### config.mk
export PLATFORM = sky130hd
export DESIGN_NAME = param_banked_ioiq
export DESIGN_NICKNAME = d
export VERILOG_FILES = /design/src/rtl/param_banked_ioiq.sv
export SDC_FILE = /design/constraint.sdc
export NUM_CORES = 2
export LEC_CHECK = 0
export BUFFER_PORTS_ARGS = -buffer_cell sky130_fd_sc_hd__buf_4
export CAP_MARGIN = 20
export CORE_ASPECT_RATIO = 1.25
export CORE_MARGIN = 2
export CORE_UTILIZATION = 40
export DETAILED_ROUTE_END_ITERATION = 16
export SLEW_MARGIN = 20
export SYNTH_ARGS = -nofsm -noshare
export SYNTH_HDL_FRONTEND = slang
export SYNTH_SLANG_ARGS = --single-unit
export TNS_END_PERCENT = 1
### constraint.sdc
create_clock -name clk -period 4.9 [get_ports clk]
set_input_delay 0.49 -clock clk [delete_from_list [all_inputs] [get_ports clk]]
set_output_delay 0.49 -clock clk [all_outputs]
set_load 0.01 [all_outputs]
### src/rtl/param_banked_ioiq.sv
// param_banked_ioiq: N-bank in-order issue queue with writeback wakeup, enqueue bypass and partial recall.
// Optional per-bank head-blocked cycle counters on perf_blk when IOIQ_PERF_CNT_EN is defined.
module param_banked_ioiq #(
    parameter int NUM_BANKS = 2,
    parameter int DEPTH     = 8,
    parameter int NUM_WB    = 4,
    parameter int TAG_W     = 6,
    parameter int AL_W      = 5,
    parameter int PAY_W     = 64
) (
    input  logic                       clk,
    input  logic                       reset,
    input  logic                       ext_stall,
    input  logic [NUM_BANKS-1:0]       in_valid,
    input  logic [NUM_BANKS*TAG_W-1:0] in_rs1,
    input  logic [NUM_BANKS*TAG_W-1:0] in_rs2,
    input  logic [NUM_BANKS-1:0]       in_rdy1,
    input  logic [NUM_BANKS-1:0]       in_rdy2,
    input  logic [NUM_BANKS*AL_W-1:0]  in_al,
    input  logic [NUM_BANKS*PAY_W-1:0] in_pay,
    input  logic [NUM_WB-1:0]          wb_valid,
    input  logic [NUM_WB*TAG_W-1:0]    wb_tag,
    input  logic                       if_recall,
    input  logic [AL_W-1:0]            recall_al,
    input  logic [AL_W-1:0]            al_oldest,
    output logic [NUM_BANKS-1:0]       out_valid,
    output logic [NUM_BANKS*PAY_W-1:0] out_pay,
    output logic [NUM_BANKS*AL_W-1:0]  out_al,
`ifdef IOIQ_PERF_CNT_EN
    output logic [NUM_BANKS*32-1:0]    perf_blk,
`endif
    output logic                       int_stall
);
    localparam int IW    = $clog2(DEPTH);
    localparam int PTR_W = IW + 1;

    logic [NUM_BANKS-1:0] w_full;
    logic [AL_W-1:0]      w_recall_age;

    function automatic logic wb_hit(input logic [TAG_W-1:0] t);
        logic h;
        h = 1'b0;
        for (int k = 0; k < NUM_WB; k++)
            h = h | (wb_valid[k] && (wb_tag[k*TAG_W +: TAG_W] == t));
        return h;
    endfunction

    function automatic logic [AL_W-1:0] age(input logic [AL_W-1:0] x);
        return x - al_oldest;
    endfunction

    assign w_recall_age = age(recall_al);
    assign int_stall    = ext_stall | (|w_full);

    genvar b;
    generate
        for (b = 0; b < NUM_BANKS; b++) begin : g_bank
            logic [DEPTH-1:0] r_v, r_rdy1, r_rdy2;
            logic [TAG_W-1:0] r_rs1 [DEPTH];
            logic [TAG_W-1:0] r_rs2 [DEPTH];
            logic [AL_W-1:0]  r_al  [DEPTH];
            logic [PAY_W-1:0] r_pay [DEPTH];
            logic [PTR_W-1:0] r_head, r_tail;
            logic [IW-1:0]    w_hidx, w_tidx;
            logic             w_hv, w_hrdy, w_enq, w_brdy1, w_brdy2;
            logic [DEPTH-1:0] w_keep;
            logic [PTR_W-1:0] w_cnt;

            assign w_hidx    = r_head[IW-1:0];
            assign w_tidx    = r_tail[IW-1:0];
            assign w_full[b] = (w_hidx == w_tidx) && (r_head[IW] != r_tail[IW]);
            assign w_hv      = r_v[w_hidx];
            assign w_hrdy    = r_rdy1[w_hidx] & r_rdy2[w_hidx];
            assign w_enq     = in_valid[b] & !int_stall & !if_recall;
            assign w_brdy1   = in_rdy1[b] | wb_hit(in_rs1[b*TAG_W +: TAG_W]);
            assign w_brdy2   = in_rdy2[b] | wb_hit(in_rs2[b*TAG_W +: TAG_W]);

            assign out_valid[b]              = w_hv & w_hrdy & !ext_stall & !if_recall;
            assign out_pay[b*PAY_W +: PAY_W] = r_pay[w_hidx];
            assign out_al[b*AL_W +: AL_W]    = r_al[w_hidx];

            // Survivors of a recall are exactly the valid entries no younger than the branch.
            always_comb begin
                w_keep = '0;
                w_cnt  = '0;
                for (int d = 0; d < DEPTH; d++) begin
                    w_keep[d] = r_v[d] & (age(r_al[d]) <= w_recall_age);
                    w_cnt     = w_cnt + PTR_W'(w_keep[d]);
                end
            end

            always_ff @(posedge clk or posedge reset) begin
                if (reset) begin
                    r_v    <= '0;
                    r_rdy1 <= '0;
                    r_rdy2 <= '0;
                    r_head <= '0;
                    r_tail <= '0;
                end else begin
                    for (int d = 0; d < DEPTH; d++) begin
                        if (wb_hit(r_rs1[d])) r_rdy1[d] <= 1'b1;
                        if (wb_hit(r_rs2[d])) r_rdy2[d] <= 1'b1;
                    end
                    if (if_recall) begin
                        r_v    <= w_keep;
                        r_tail <= r_head + w_cnt;
                    end else begin
                        if (out_valid[b]) begin
                            r_v[w_hidx] <= 1'b0;
                            r_head      <= r_head + 1'b1;
                        end
                        if (w_enq) begin
                            r_v[w_tidx]    <= 1'b1;
                            r_rdy1[w_tidx] <= w_brdy1;
                            r_rdy2[w_tidx] <= w_brdy2;
                            r_tail         <= r_tail + 1'b1;
                        end
                    end
                end
            end

            always_ff @(posedge clk) begin
                if (w_enq) begin
                    r_rs1[w_tidx] <= in_rs1[b*TAG_W +: TAG_W];
                    r_rs2[w_tidx] <= in_rs2[b*TAG_W +: TAG_W];
                    r_al[w_tidx]  <= in_al[b*AL_W +: AL_W];
                    r_pay[w_tidx] <= in_pay[b*PAY_W +: PAY_W];
                end
            end

`ifdef IOIQ_PERF_CNT_EN
            logic [31:0] r_perf;
            always_ff @(posedge clk or posedge reset) begin
                if (reset) r_perf <= '0;
                else if (w_hv && !w_hrdy && (r_perf != 32'hFFFF_FFFF)) r_perf <= r_perf + 1'b1;
            end
            assign perf_blk[b*32 +: 32] = r_perf;
`endif
        end
    endgenerate
endmodule

Word-level counts from Yosys, hierarchy flattened --
Memories as Yosys holds them, arrays and structs flattened. Index checks and enable logic that the tools add are counted.
Word-level totals: register bits 64, bits in writable memories 1296, bits of input ports 210, output and inout port bits 141, word-level logic and storage cells 613, memories 8
Memories:
- g_bank[0].r_pay | words 8, bits a word 64, rd ports 1, clocked after memory_dff 0, write ports 1, line 62 | logic [PAY_W-1:0] r_pay [DEPTH];
- g_bank[1].r_pay | words 8, bits a word 64, rd ports 1, clocked after memory_dff 0, write ports 1, line 62
- g_bank[0].r_rs1 | words 8, bits a word 6, rd ports 8, clocked after memory_dff 0, write ports 1, line 59 | logic [TAG_W-1:0] r_rs1 [DEPTH];
- g_bank[0].r_rs2 | words 8, bits a word 6, rd ports 8, clocked after memory_dff 0, write ports 1, line 60 | logic [TAG_W-1:0] r_rs2 [DEPTH];
- g_bank[1].r_rs1 | words 8, bits a word 6, rd ports 8, clocked after memory_dff 0, write ports 1, line 59
- g_bank[1].r_rs2 | words 8, bits a word 6, rd ports 8, clocked after memory_dff 0, write ports 1, line 60
- 2 more memories
Operators by class: $add $sub $neg 37, magnitude comparators 24, equality and inequality tests 148, muxes and demuxes 80, bitwise gates (word level) 148, reduce and logical (&&, ||, !) cells 158
Operators by type and width (number):
- 6-bit equality test | 144
- 1-bit logical AND | 150
- 8-bit 2-to-1 mux | 16
- 1-bit OR | 113
- 5-bit subtractor | 17
- 5-bit <= comparator | 16
- 1-bit 2-to-1 mux | 46
- 4-bit by 1-bit adder with 4-bit output | 8
- 8-bit bitwise mux | 4
- 1-bit bitwise AND | 28
- 1-bit binary-select mux with 3-bit select | 6
- 4-bit by 1-bit adder with 4-bit output, second input constant | 4
- 8-bit bitwise AND | 2
- 3-bit by 4-bit < comparator with 1-bit output, second input constant | 4
- 4-bit 2-to-1 mux | 4
- 8-bit inverter | 2
- 8-bit OR | 2
- 1-bit demux with 3-bit select | 4
- 3-bit by 1-bit greater-or-equal comparator with 1-bit output, second input constant | 4
- 3-bit by 1-bit adder with 4-bit output | 2
- 4-bit adder | 2
- 2-bit by 1-bit adder with 3-bit output | 2
- 3-bit equality test | 2
- 1-bit by 1-bit adder with 2-bit output | 2
- 6 further kinds | 11

Depth between registers and ports, before layout --
depth after elaboration 12, mapped depth 25, gate-level depth less buffers 25

Worst setup path before layout --
No wires, ideal clock.
path kind input-to-reg, start in al_oldest[1], end reg g_bank[1].r_tail[2], setup time 0.133 ns, arrival time 6.070 ns, required time 4.767 ns, path slack -1.303 ns, stages on the path 18, buffers on the path 0, cell sequence inv_1 -> fa_1 -> xnor2_1 -> ha_1 -> o21a_1 -> o32a_1 -> maj3_1 -> a21oi_1 -> fa_1 -> inv_1 -> fa_1 -> fa_1 -> inv_1 -> fa_1 -> fa_1 -> xor2_1 -> nand2_1 -> o21ai_1
On the way: cells in the longest elaborated chain, start to end 12, elaborated cells on any way between the ends 34, those cells by class add/sub (17); order compare (8); mux (1); bitwise (8)
RTL lines:
- start: declaration | line 25 | input logic [AL_W-1:0] al_oldest,
- 5-bit subtractor | line 49 | return x - al_oldest;
- 5-bit <= comparator | line 87 | w_keep[d] = r_v[d] & (age(r_al[d]) <= w_recall_age);
- 1-bit bitwise AND | line 87
- 1-bit by 1-bit adder with 2-bit output | line 88 | w_cnt = w_cnt + PTR_W'(w_keep[d]);
- 2-bit by 1-bit adder with 3-bit output | line 88
- 3-bit by 1-bit adder with 4-bit output | line 88
- 4-bit by 1-bit adder with 4-bit output (3 in series) | line 88
- 4-bit by 1-bit adder with 4-bit output * | line 88
- 4-bit adder * | line 106 | r_tail <= r_head + w_cnt;
- 4-bit 2-to-1 mux * | line 104 | if (if_recall) begin
- end signal: assignment | line 106
- end signal: assignment | line 116 | r_tail <= r_tail + 1'b1;
- end: declaration | line 63 | logic [PTR_W-1:0] r_head, r_tail;
Mark *: on every way between the ends. The rest lies on a longest branch, timed or not. A chain may end at the register's enable or synchronous reset.

==> flow_summary.ini <==
[finish]
nets = 4983
final_util = 0.475
final_layout_size_suffix_gt1_frac = 0.257
synthToLayoutAreaGrowth_pct = 18.1

[synth]
synth_top_area_cell = edfxtp_1
synth_nets = 4496
yosys_warnings = 0
synth_area_leaders = edfxtp_1 59%, mux4_2 9.8%, xnor2_1 6.3%, xor2_1 6.1%, ha_1 2.6%
ys.flop_type = edfxtp_1
yosys.area.top_type_share = 0.593
yosysUniqueCellTypes = 71
synth-seq-cells = 1360
synthesis.area_um2 = 65600
synthArstFlopShare = 0.0471
yosysMostFrequentCell = edfxtp_1
synthTopCellsByCount = 1,296 x edfxtp_1, 475 x xnor2_1, 460 x xor2_1
syn_area_per_cell_um2 = 15.9
yosysSeqAreaShare = 0.617
synth_edf_count = 1296
syn_inst = 4121

[critical_path]
cp-start-kind = flop
worst_ep_required_time_ns = 5.61
worst_ep_arrival_time_ns = 5.71
critical_path.slowest_cell = fa_2
cp_cell_sequence = inv_1 > ha_1 > fa_2 > inv_1 > ha_4 > and3_1 > and3_4 > o21ba_1 > o211a_1 > fa_1 > inv_2 > fa_1 > fa_1 > inv_1 > fa_2 > fa_2 > nand2_1 > o21ai_1
crit_path_max_incr_delay_ns = 0.54
r2r_slack_ns = -0.11
crit_path_start = g_bank[1].r_al[0][0]$_DFFE_PP_
path_class = flop to flop
r2r_start = g_bank[1].r_al[0][0]$_DFFE_PP_
end_kind = flop
cp_max_fo = 3

[grt]
use_met3 = 0.0309
grt_max_degree = 151
use_met2 = 0.350
grt_overflow_total = 0
use_met1 = 0.289
grt-busiest-layer = met2
grt_pass1_vias = 39200
track_usage = 0.210
antenna_found_initial = 4
grt_pass1_wl_um = 262000

[sta]
period_share = 1.02
setup_viol = 5
period_needed_ns = 5.01
rsz0062_at_grt = yes
relSlewSlack = 0.283
tightest_slew_ns = 1.08
setup_slack_ns = -0.108
skew_ns = 0.0194
final_max_slew_viol_count = 0
max_freq_ghz = 0.200
finalHoldViolCount = 0
setup_tns_ns = -0.410

[clock_network]
clock_path_buffers = 3
cts-root-buf = clkbuf_16
cts-htree-levels = 4
numCtsBuffers = 143
clk_pin_slew_ns = 0.06
insertion_delay_ns = 0.80
cts_tree = done
clkSinkCount = 1360

[routing]
vias = 37400
drc = 0
first_pass_iters = 5
drt_iter0_drc = 2795
routed_wl_um = 177000
wl_per_cell_um = 25.6
ant_nets = 0
via_per_inst = 5.41

[die]
die_area_um2 = 167000
die_x_um = 366
start_util = 0.402
core-area_um2 = 163000
fp.dieH_um = 457
row_count = 166
ioPinCount = 351

[hold_path]
hp-class = input pin to flop
min-delay-start = in_rs2[8]

[power]
p_leak_nw = 26.0
cellPowerDensity_nw_per_um2 = 440
peakVddDrop_v = 0.000447
power_mw = 34.1

[placement]
dp.final_hpwl_um = 104000
port_buffers = 350
pre_cts_slack_ns = -0.826
routabilityCongestion = 0.823

[status]
status = complete, but fails checks
violations = negative setup slack

[run]
maxCapViolCount = 0
cells in the final DEF (no fill, tap or decap), types with 76 or more instances in the layout:
master and count:
xor2_1 458, nor4_1 130, edfxtp_1 1296, mux4_2 286, ha_1 132, xnor2_1 471, nor2_1 77, buf_4 490
mux2_2 137, clkbuf_16 145, a21oi_1 76, dlygate4sd3_1 142, nand4_1 156
report_power, final:
part           switching (mW)  internal, mW  leakage, nW
Sequential              0.476          13.3         12.4
Clock                    4.57          5.98         2.20
Combinational            4.86          4.95         11.4
Total                    9.91          24.2         26.0
critical path: cells and delay by family, from the launching register on:
family                     cells  cell delay, ns
adders and majority gates      8            3.39
DFF                            1            0.36
and+or+nand+nor                3            0.47
buffers and inverters          4            0.21
AOI/OAI and AO/OA              3            0.49
cell families after synthesis:
| logic type | Yosys count | share of synthesized area |
|---|---|---|
| xor gates and xnor gates | 936 | 0.125 |
| DFF | 1360 | 0.617 |
| and+or+nand+nor | 537 | 0.0471 |
| adders and majority gates | 172 | 0.0356 |
| muxes | 440 | 0.124 |
| buffers and inverters | 414 | 0.0245 |
| AOI/OAI and AO/OA | 262 | 0.0258 |
what timing repair did:
action,4_1_cts,5_1_grt
pin swaps,6,22
buffers inserted,2,2
resized for setup,15,24
setup endpoints to repair,6,8
hold buffers,142,0
cloned,0,0
hold endpoints to repair,1155,0
through the flow:
step	area, um^2	instances	hold slack, ns
after floorplan	65700	4121	0.502
after global placement	71400	6501	0.521
after detailed placement	71400	6501	0.520
after CTS	77300	6907	0.000199
after global routing	77500	6911	0.0316
final	77500	6912	0.0723
final timing paths:
| path | to | cells past startpoint |
|---|---|---|
| setup reg to reg | g_bank[1].r_tail[1]$_DFFE_PP0P_ | 18 |
| min in group asynchronous | g_bank[0].r_tail[1]$_DFFE_PP0P_ | 3 |
| max in group asynchronous | g_bank[1].r_head[0]$_DFFE_PP0P_ | 4 |
| hold / removal | g_bank[1].r_rs2[6][2]$_DFFE_PP_ | 1 |
| hold reg to reg | g_bank[1].r_head[3]$_DFFE_PP0P_ | 1 |
| setup / recovery | g_bank[1].r_tail[1]$_DFFE_PP0P_ | 18 |
metal layers:
metal  routed length [um]  share of wire  up-vias
met3                 9190          0.052      255
met2                86500           0.49     1061
met5                   15       0.000085        -
met1                77000           0.44    19400
li1                     -              -    16700
met4                 4110          0.023        2
registers in the layout, summed over array words and instances (netlist names):
register       flops
g_bank.r_pay    1024
g_bank.r_head      8
g_bank.r_al       80
g_bank.r_rs1      96
g_bank.r_tail      8
g_bank.r_rdy1     16
g_bank.r_v        16
g_bank.r_rs2      96
g_bank.r_rdy2     16
final cells by class:
cell class | count | area, um^2
fillers | 14200 | 85800
flip-flops and latches | 1360 | 40500
multi-input cells | 2347 | 23800
repair buffers | 651 | 5480
clock buffers | 180 | 3780
well taps | 2184 | 2730
clock inverters | 82 | 742
inverters | 105 | 443
diodes | 3 | 7.51
Note: power is estimated with default switching activity, not from simulation.
